==> config.mk <==
export PLATFORM = sky130hd
export DESIGN_NAME = tile_drain_scheduler
export DESIGN_NICKNAME = d
export VERILOG_FILES = /design/src/rtl/tile_pkg.sv /design/src/rtl/tile_drain_scheduler.sv
export SDC_FILE = /design/constraint.sdc
export NUM_CORES = 1
export LEC_CHECK = 0
export ABC_AREA = 1
export ABC_CLOCK_PERIOD_IN_PS = 1700
export CAP_MARGIN = 20
export CORE_ASPECT_RATIO = 1.5
export CORE_UTILIZATION = 44
export DETAILED_ROUTE_END_ITERATION = 6
export GPL_ROUTABILITY_DRIVEN = 0
export PLACE_DENSITY = 0.78
export SLEW_MARGIN = 20
export SYNTH_ARGS = -nofsm -noshare
export SYNTH_HDL_FRONTEND = slang
export SYNTH_SLANG_ARGS = --single-unit
==> constraint.sdc <==
create_clock -name clk -period 1.7 [get_ports clk]
set_input_delay 0.34 -clock clk [delete_from_list [all_inputs] [get_ports clk]]
set_output_delay 0.34 -clock clk [all_outputs]
set_load 0.01 [all_outputs]
==> src/rtl/tile_pkg.sv <==
// Shared definitions for the tile drain scheduler.
// Holds the buffer geometry parameters, the drain FSM state encoding and
// small helpers for packing/unpacking the {y,x} tile index and for
// saturating an occupancy count to the number of slots per tile.
package tile_pkg;

  localparam int NUM_TILES = 256;
  localparam int TILE_W    = 8;
  localparam int SLOTS     = 32;
  localparam int SLOT_W    = 5;
  localparam int CNT_W     = 6;
  localparam int POINT_W   = 32;

  typedef enum logic [3:0] {
    IDLE     = 4'd0,
    OCC_REQ  = 4'd1,
    OCC_CHK  = 4'd2,
    PT_REQ   = 4'd3,
    PT_CAP   = 4'd4,
    OUT_HOLD = 4'd5,
    CLEAR    = 4'd6,
    NEXT     = 4'd7,
    DONE     = 4'd8
  } drain_state_t;

  // Tile index is {tile_y[3:0], tile_x[3:0]}.
  function automatic logic [TILE_W-1:0] tile_pack(input logic [3:0] y, input logic [3:0] x);
    return {y, x};
  endfunction

  function automatic logic [3:0] tile_y(input logic [TILE_W-1:0] t);
    return t[7:4];
  endfunction

  function automatic logic [3:0] tile_x(input logic [TILE_W-1:0] t);
    return t[3:0];
  endfunction

  // A corrupted occupancy above the slot count must not walk past slot 31.
  function automatic logic [CNT_W-1:0] sat_count(input logic [CNT_W-1:0] c);
    logic [CNT_W-1:0] res;
    if (c > CNT_W'(SLOTS)) begin
      res = CNT_W'(SLOTS);
    end else begin
      res = c;
    end
    return res;
  endfunction

endpackage

==> src/rtl/tile_drain_scheduler.sv <==
// Tile drain scheduler: once per frame walks tiles 0..255 of the LiDAR point
// buffer, reads each tile's occupancy, streams every stored point over a
// valid/ready port, clears drained tiles, and blocks tiler writes meanwhile.
// Ports:
//   clk, reset                  clock, synchronous active-high reset
//   frame_start                 pulse to start a drain (ignored while busy)
//   occ_rd_en/occ_addr/occ_count  occupancy read (data one cycle after strobe)
//   pt_rd_en/pt_rd_tile/pt_rd_slot/pt_rd_data  point read (data one cycle later)
//   clear_en/clear_tile         one-cycle tile clear pulse
//   out_valid/out_ready/out_point/out_tile/out_last  point stream
//   wr_block, busy              high for the whole drain
//   frame_done                  one-cycle pulse at the end of the drain
module tile_drain_scheduler
  import tile_pkg::*;
(
  input  logic               clk,
  input  logic               reset,
  input  logic               frame_start,
  output logic               occ_rd_en,
  output logic [TILE_W-1:0]  occ_addr,
  input  logic [CNT_W-1:0]   occ_count,
  output logic               pt_rd_en,
  output logic [TILE_W-1:0]  pt_rd_tile,
  output logic [SLOT_W-1:0]  pt_rd_slot,
  input  logic [POINT_W-1:0] pt_rd_data,
  output logic               clear_en,
  output logic [TILE_W-1:0]  clear_tile,
  output logic               out_valid,
  input  logic               out_ready,
  output logic [POINT_W-1:0] out_point,
  output logic [TILE_W-1:0]  out_tile,
  output logic               out_last,
  output logic               wr_block,
  output logic               busy,
  output logic               frame_done
);

  localparam logic [TILE_W-1:0] LAST_TILE = TILE_W'(NUM_TILES - 1);

  drain_state_t        state_r;
  drain_state_t        state_s;
  logic [TILE_W-1:0]   tile_r;
  logic [SLOT_W-1:0]   slot_r;
  logic [CNT_W-1:0]    cnt_r;
  logic                busy_r;

  // Addresses come straight from the walk registers; strobes qualify them.
  assign occ_addr   = tile_r;
  assign pt_rd_tile = tile_r;
  assign pt_rd_slot = slot_r;
  assign clear_tile = tile_r;
  assign wr_block   = busy_r;
  assign busy       = busy_r;

  // Next-state decode of the drain sequence
  always_comb begin
    state_s = state_r;
    case (state_r)
      IDLE: begin
        if (frame_start) begin
          state_s = OCC_REQ;
        end else begin
          state_s = IDLE;
        end
      end
      OCC_REQ: state_s = OCC_CHK;
      OCC_CHK: begin
        if (occ_count == {CNT_W{1'b0}}) begin
          state_s = NEXT;
        end else begin
          state_s = PT_REQ;
        end
      end
      PT_REQ: state_s = PT_CAP;
      PT_CAP: state_s = OUT_HOLD;
      OUT_HOLD: begin
        if (out_ready && out_last) begin
          state_s = CLEAR;
        end else if (out_ready) begin
          state_s = PT_REQ;
        end else begin
          state_s = OUT_HOLD;
        end
      end
      CLEAR: state_s = NEXT;
      NEXT: begin
        if (tile_r == LAST_TILE) begin
          state_s = DONE;
        end else begin
          state_s = OCC_REQ;
        end
      end
      DONE:    state_s = IDLE;
      default: state_s = IDLE;
    endcase
  end

  // State register and tile/slot walk with latched (saturated) point count
  always_ff @(posedge clk) begin
    if (reset) begin
      state_r <= IDLE;
      tile_r  <= {TILE_W{1'b0}};
      slot_r  <= {SLOT_W{1'b0}};
      cnt_r   <= {CNT_W{1'b0}};
    end else begin
      state_r <= state_s;
      case (state_r)
        IDLE: begin
          if (frame_start) tile_r <= {TILE_W{1'b0}};
        end
        OCC_CHK: begin
          slot_r <= {SLOT_W{1'b0}};
          cnt_r  <= sat_count(occ_count);
        end
        OUT_HOLD: begin
          if (out_ready && !out_last) slot_r <= slot_r + SLOT_W'(1);
        end
        NEXT: begin
          // Stop at the last tile so the index never wraps mid-frame.
          if (tile_r != LAST_TILE) tile_r <= tile_r + TILE_W'(1);
        end
        default: begin
        end
      endcase
    end
  end

  // Strobes registered from the next state so they line up with the state
  always_ff @(posedge clk) begin
    if (reset) begin
      occ_rd_en  <= 1'b0;
      pt_rd_en   <= 1'b0;
      clear_en   <= 1'b0;
      frame_done <= 1'b0;
      busy_r     <= 1'b0;
    end else begin
      occ_rd_en  <= (state_s == OCC_REQ);
      pt_rd_en   <= (state_s == PT_REQ);
      clear_en   <= (state_s == CLEAR);
      frame_done <= (state_s == DONE);
      busy_r     <= (state_s != IDLE);
    end
  end

  // One-entry output holding register for the point stream
  always_ff @(posedge clk) begin
    if (reset) begin
      out_valid <= 1'b0;
      out_point <= {POINT_W{1'b0}};
      out_tile  <= {TILE_W{1'b0}};
      out_last  <= 1'b0;
    end else if (state_r == PT_CAP) begin
      // cnt_r >= 1 here, so cnt_r - 1 cannot underflow.
      out_valid <= 1'b1;
      out_point <= pt_rd_data;
      out_tile  <= tile_r;
      out_last  <= ({1'b0, slot_r} == (cnt_r - CNT_W'(1)));
    end else if (state_r == OUT_HOLD && out_ready) begin
      out_valid <= 1'b0;
    end else begin
      out_valid <= out_valid;
    end
  end

endmodule

After elaboration in Yosys (flattened, before gate mapping)
Index checks and enable logic that the tools add are counted.
- bits in registers: 70
- latch bits: 0
- RAM bits: 0
- ROM bits: 0
- bits of input ports: 42
- memories: 0
- add/subtract/negate cells: 3
- $mul: 0
- div/mod/pow operators: 0
- $lt $le $gt $ge: 1
- eq/ne operators: 17
- shift-type cells: 0
- mux-type cells: 14
- bitwise logic cells: 0
- reduce and logical (&&, ||, !) cells: 12
- operator list (cell ; count):
    one-hot mux 4 bit (8 select lines) ; 1
    == test 4 x 3 -> 1 bit, second input constant ; 5
    two-way mux 8 bit ; 2
    one-hot mux 8 bit (2 select lines) ; 1
    == test 4 x 2 -> 1 bit, second input constant ; 3
    one-hot mux 5 bit (2 select lines) ; 1
    two-way mux 3 bit ; 3
    adder 8 x 1 -> 8 bit, second input constant ; 1
    == test 4 x 1 -> 1 bit, second input constant ; 2
    == test 8 bit, second input constant ; 1
    inequality test 8 bit, second input constant ; 1
    == test 5 x 6 -> 1 bit ; 1
    > comparator 6 bit, second input constant ; 1
    logical NOT 6 bit ; 1
    two-way mux 6 bit ; 1
    inequality test 2 bit, second input constant ; 3
    nonzero test 2 bit ; 3
    subtractor 6 x 1 -> 6 bit, second input constant ; 1
    adder 5 x 1 -> 5 bit, second input constant ; 1
    two-way mux 5 bit ; 1
    == test 4 bit, second input constant ; 1
    logical NOT 4 bit ; 1
    two-way mux 4 bit ; 1
    nonzero test 4 bit ; 1
    5 further kinds ; 9

Depth between registers and ports, before layout
- word-level depth: 4
- mapped depth: 11
- gate-level depth less buffers: 11

Worst setup path after synthesis
Ideal clock, no wire load.
- path type: register to register
- start point: register tile_r[1], in the netlist clear_tile[1]
- end point: register tile_r[3], in the netlist clear_tile[3]
- setup time: 112 ps
- arrival time: 1383 ps
- data required time: 1588 ps
- path slack: 205 ps
- stages on the path, launching flop included: 11
- buffers on the path: 0
- cell sequence: dfxtp_1 -> ha_1 -> nand3_1 -> clkinv_1 -> nand2_1 -> nand2_2 -> nand2_4 -> inv_2 -> nor2_2 -> nor2_1 -> nor2_2
- cells in the longest elaborated chain, start to end: 3
- elaborated cells on any way between the ends: 6
- those cells by class: add/sub: 1; eq/ne: 2; mux: 2; reduce/logical: 1
- ends and longest elaborated chain (element ; line ; text):
    from (decl) ; tile_drain_scheduler.sv:42 ; logic [TILE_W-1:0] tile_r;
    from (signal assigned) ; tile_drain_scheduler.sv:102 ; tile_r <= {TILE_W{1'b0}};
    from (signal assigned) ; tile_drain_scheduler.sv:109 ; if (frame_start) tile_r <= {TILE_W{1'b0}};
    from (signal assigned) ; tile_drain_scheduler.sv:120 ; if (tile_r != LAST_TILE) tile_r <= tile_r + TILE_W'(1);
    adder 8 x 1 -> 8 bit or inequality test 8 bit (tied branches) ; tile_drain_scheduler.sv:120 ;
    two-way mux 8 bit or inequality test 2 bit (tied branches) ; n/a ;
    one-hot mux 8 bit (2 select lines) or AND reduction 3 bit (tied branches) ; n/a ;
Several ways; a longest one is shown, not always the timed one. The select of a mux whose other input is x is not followed.
A chain may end at the register's enable or synchronous reset.

Worst setup path in the final report
- start point: register slot_r[0], in the netlist pt_rd_slot[0]
- end point: output port pt_rd_slot[0]
- RTL lines (element ; line ; text):
    from (decl) ; tile_drain_scheduler.sv:43 ; logic [SLOT_W-1:0] slot_r;
    from (signal assigned) ; tile_drain_scheduler.sv:103 ; slot_r <= {SLOT_W{1'b0}};
    from (signal assigned) ; tile_drain_scheduler.sv:112 ; slot_r <= {SLOT_W{1'b0}};
    from (signal assigned) ; tile_drain_scheduler.sv:116 ; if (out_ready && !out_last) slot_r <= slot_r + SLOT_W'(1);
    to (decl) ; tile_drain_scheduler.sv:24 ; output logic [SLOT_W-1:0] pt_rd_slot,
No word-level cell between the ends.

==> flow_summary_export.csv <==
group,metric,value,unit
sta,timing.final.crit_share,97.66,%
cts,cts.path.max_buffers,2,
detailed_routing,viasPerCell,4.982,
die,coreArea,6621,um^2
cts,postCtsHoldBufs,0,
pwr,totalPowerFinal,4.022,mW
die,fp.dieW,70.14,um
setup_path,path_class,"reg2out",
die,die-height,104.2,um
sta,report.final.slew_viol_count,0,
placed_design,dp_hpwl,6008,um
detailed_routing,post-route-drc-count,0,
setup_path,family_with_the_most_delay_on_the_worst_path,"buffers and inverters",
yosys,synthesis.instances,428,
yosys,seq_area_frac_synth,45.73,%
cts,cts_tree,"built",
sta,timing.slew.headroom,60.43,%
yosys,syn-mean-instance-area,7.159,um^2
detailed_routing,avgRoutedWirePerCell,13.16,um
cts,worst_setup_hold_path_clk_slew,0.07,ns
cts,clk_root_buffer_cell,"sky130_fd_sc_hd__clkbuf_8",
detailed_routing,detailroute.via_count,3089,
layout,final-instance-count-excl-fill,620,
sta,final.setup.worst_slack,0.03986,ns
cts,numCtsBuffers,9,
detailed_routing,ant_nets,0,
setup_path,ff2ff_path_depth,10,
detailed_routing,routed_wl,8161,um
sta,grt_setup_unrepaired,"no",
setup_path,worstPathArrival,1.32,ns
setup_path,worstSetupStartpointType,"register",
sta,post_layout_minimum_cycle_time,1.660,ns
setup_path,critPathSlowestCell,"sky130_fd_sc_hd__clkdlybuf4s50_1",
hold_path,hold_class,"reg2reg",
setup_path,crit_fanout,5,
setup_path,worst-endpoint-required,1.36,ns
grt,grt-ovfl-total,0,
sta,setup_viol,0,
setup_path,critPathCaptureType,"output pin",
placed_design,placement.setup.worst_slack,0.07982,ns
sta,max_freq,602.4,MHz
grt,groute.usage.overall,23.36,%
die,floorplan.initialDensity,46.28,%
status,outcome,"finished clean",
yosys,syn_area,3064,um^2
layout,fin_nets,584,
cts,clock_insertion_delay_worst_skew,0.34,ns
grt,grt_pass1_wl,13610,um
yosys,synth_net_count,473,
layout,antenna_cells,0,
cts,clock-sinks,70,
grt,grt_pass1_vias,3008,
yosys,distinct_cell_type_count_of_the_synthesized_netlist,27,
setup_path,critical_path_cell_by_cell,"clkdlybuf4s50_1",
placed_design,place_inst,604,
sta,timing.clock.skew,0.006899,ns
pwr,power.density,904.5,nW/um^2
flow_run,max_cap_viol_count,0,
sta,worst_pin_slew,0.5927,ns
die,die_outline_area,7308,um^2
pwr,power.static_leakage,1.920,nW
placed_design,io_buffer_count,118,
setup_path,crit_path_cell_count,1,
layout,fraction_of_layout_instances_using_a_drive_strength_above_1,8.640,%
sta,holdWs,0.4693,ns
cts,cts_htree_levels,3,
detailed_routing,drtPass1Iterations,6,
sta,timing_hold_violations_final,0,
yosys,synth.ff_latch_count,70,
layout,synthToLayoutAreaGrowth,45.12,%
die,num_io_pins,119,
cts,post_cts.repair.setup_buffers,0,
pwr,irDropWorstVdd,0.6740,mV
hold_path,worst_hold_path.num_cells,2,
setup_path,worst-path-buf-inv,1,
sta,setup_tns,0,ns
grt,grt_antenna_before_repair,0,
detailed_routing,drtIter0Drc,111,
setup_path,cpPeakStageDelay,0.57,ns
yosys,yosysWarnings,0,
die,num_rows,36,
grt,pin_count_of_the_biggest_net_entering_global_routing,40,
==> layout make-up <==
cell class              count  area [um^2]
fillers                   585         2175
flip-flops and latches     70         1418
multi-input cells         288         1311
repair buffers            131         1275
clock buffers              13        158.9
inverters                  39        146.4
well taps                  76        95.09
clock inverters             3        42.54
==> metal layers <==
layer  GRT usage [%]  routed length, um  vias up
li1                -                  -     1573
met1           25.27               3209     1386
met2           39.90               4134      112
met3           6.686                540       18
met4           13.57                277        0
met5               0                  0        -
==> placed cells by master (no fill, tap or decap), drive strengths merged <==
master         synthesis  routed
clkdlybuf4s50          0     112
clkinvlp               0       1
ha                     3       3
buf                   24      13
inv                   38      38
nor3                   4       4
nor2                 106     106
nand3b                 2       2
o22ai                  2       2
a211oi                 1       1
nand3                 25      25
nand2                 65      65
a21oi                 23      23
dfxtp                 70      70
nand4                  4       4
xor2                   1       1
clkinv                 1       2
clkbuf                 7      13
dlygate4sd2            0       6
bufinv                 0       1
or2                    1       1
o21ai                 51      51
==> cells in the mapped netlist, drive strengths merged <==
| cell type | instances | area [um^2] |
|---|---|---|
| nand2 | 65 | 254.0 |
| inv | 38 | 142.6 |
| nor3 | 4 | 31.28 |
| clkbuf | 7 | 26.28 |
| dfxtp | 70 | 1401 |
| clkinv | 1 | 3.750 |
| nand3b | 2 | 15.01 |
| ha | 3 | 37.54 |
| nand4 | 4 | 25.02 |
| or2 | 1 | 6.260 |
| nand3 | 25 | 125.1 |
| a21oi | 23 | 115.1 |
| xor2 | 1 | 8.760 |
| o21ai | 51 | 255.2 |
| buf | 24 | 183.9 |
| a211oi | 1 | 7.510 |
| o22ai | 2 | 12.51 |
| nor2 | 106 | 412.9 |
==> stage by stage <==
stage / instance area, um^2 / util (%)
after floorplan: 3064 / -
after global placement: 4233 / 63.93
after detailed placement: 4233 / 63.93
after CTS: 4437 / 67.01
after global routing: 4447 / 67.16
final: 4447 / 67.16
==> where the power goes <==
group	total [mW]	internal (mW)	switching, mW
Clock	1.35	0.757	0.596
Sequential	1.82	1.75	0.0736
Combinational	0.849	0.407	0.442
==> cells by family after synthesis <==
logic type / count (synthesis) / share of synthesized area (%)
flops: 70 / 45.73
buf+inv: 70 / 11.64
simple gates: 207 / 28.38
compound gates: 77 / 12.74
fa+ha+maj: 3 / 1.225
xor+xnor: 1 / 0.2859
==> tightest hold or removal path: cells and delay by family (launching register included) <==
| family | cells | cell delay [ns] |
|---|---|---|
| and+or+nand+nor | 1 | 0.06 |
| AOI/OAI and AO/OA | 1 | 0.05 |
| DFF | 1 | 0.32 |
==> flip-flops by register name, summed over array words and instances, names as in the netlist <==
signal      count
out_point      32
pt_rd_en        1
out_tile        8
occ_rd_en       1
cnt_r           6
out_last        1
clear_tile      8
state_r         4
clear_en        1
frame_done      1
out_valid       1
busy            1
pt_rd_slot      5
==> path summary, 6_finish.rpt <==
check | from | end | slack [ns]
setup / recovery | pt_rd_slot[0] | pt_rd_slot[0] | 0.04
hold / removal | out_valid | out_valid | 0.47
setup reg to reg | clear_tile[1] | clear_tile[3] | 0.13
hold reg to reg | out_valid | out_valid | 0.47
==> repair_timing <==
| item | CTS | global route |
|---|---|---|
| setup endpoints to repair | 26 | 9 |
| cloned | 0 | 0 |
| resized for setup | 14 | 4 |
Note: power is estimated with default switching activity, not from simulation.
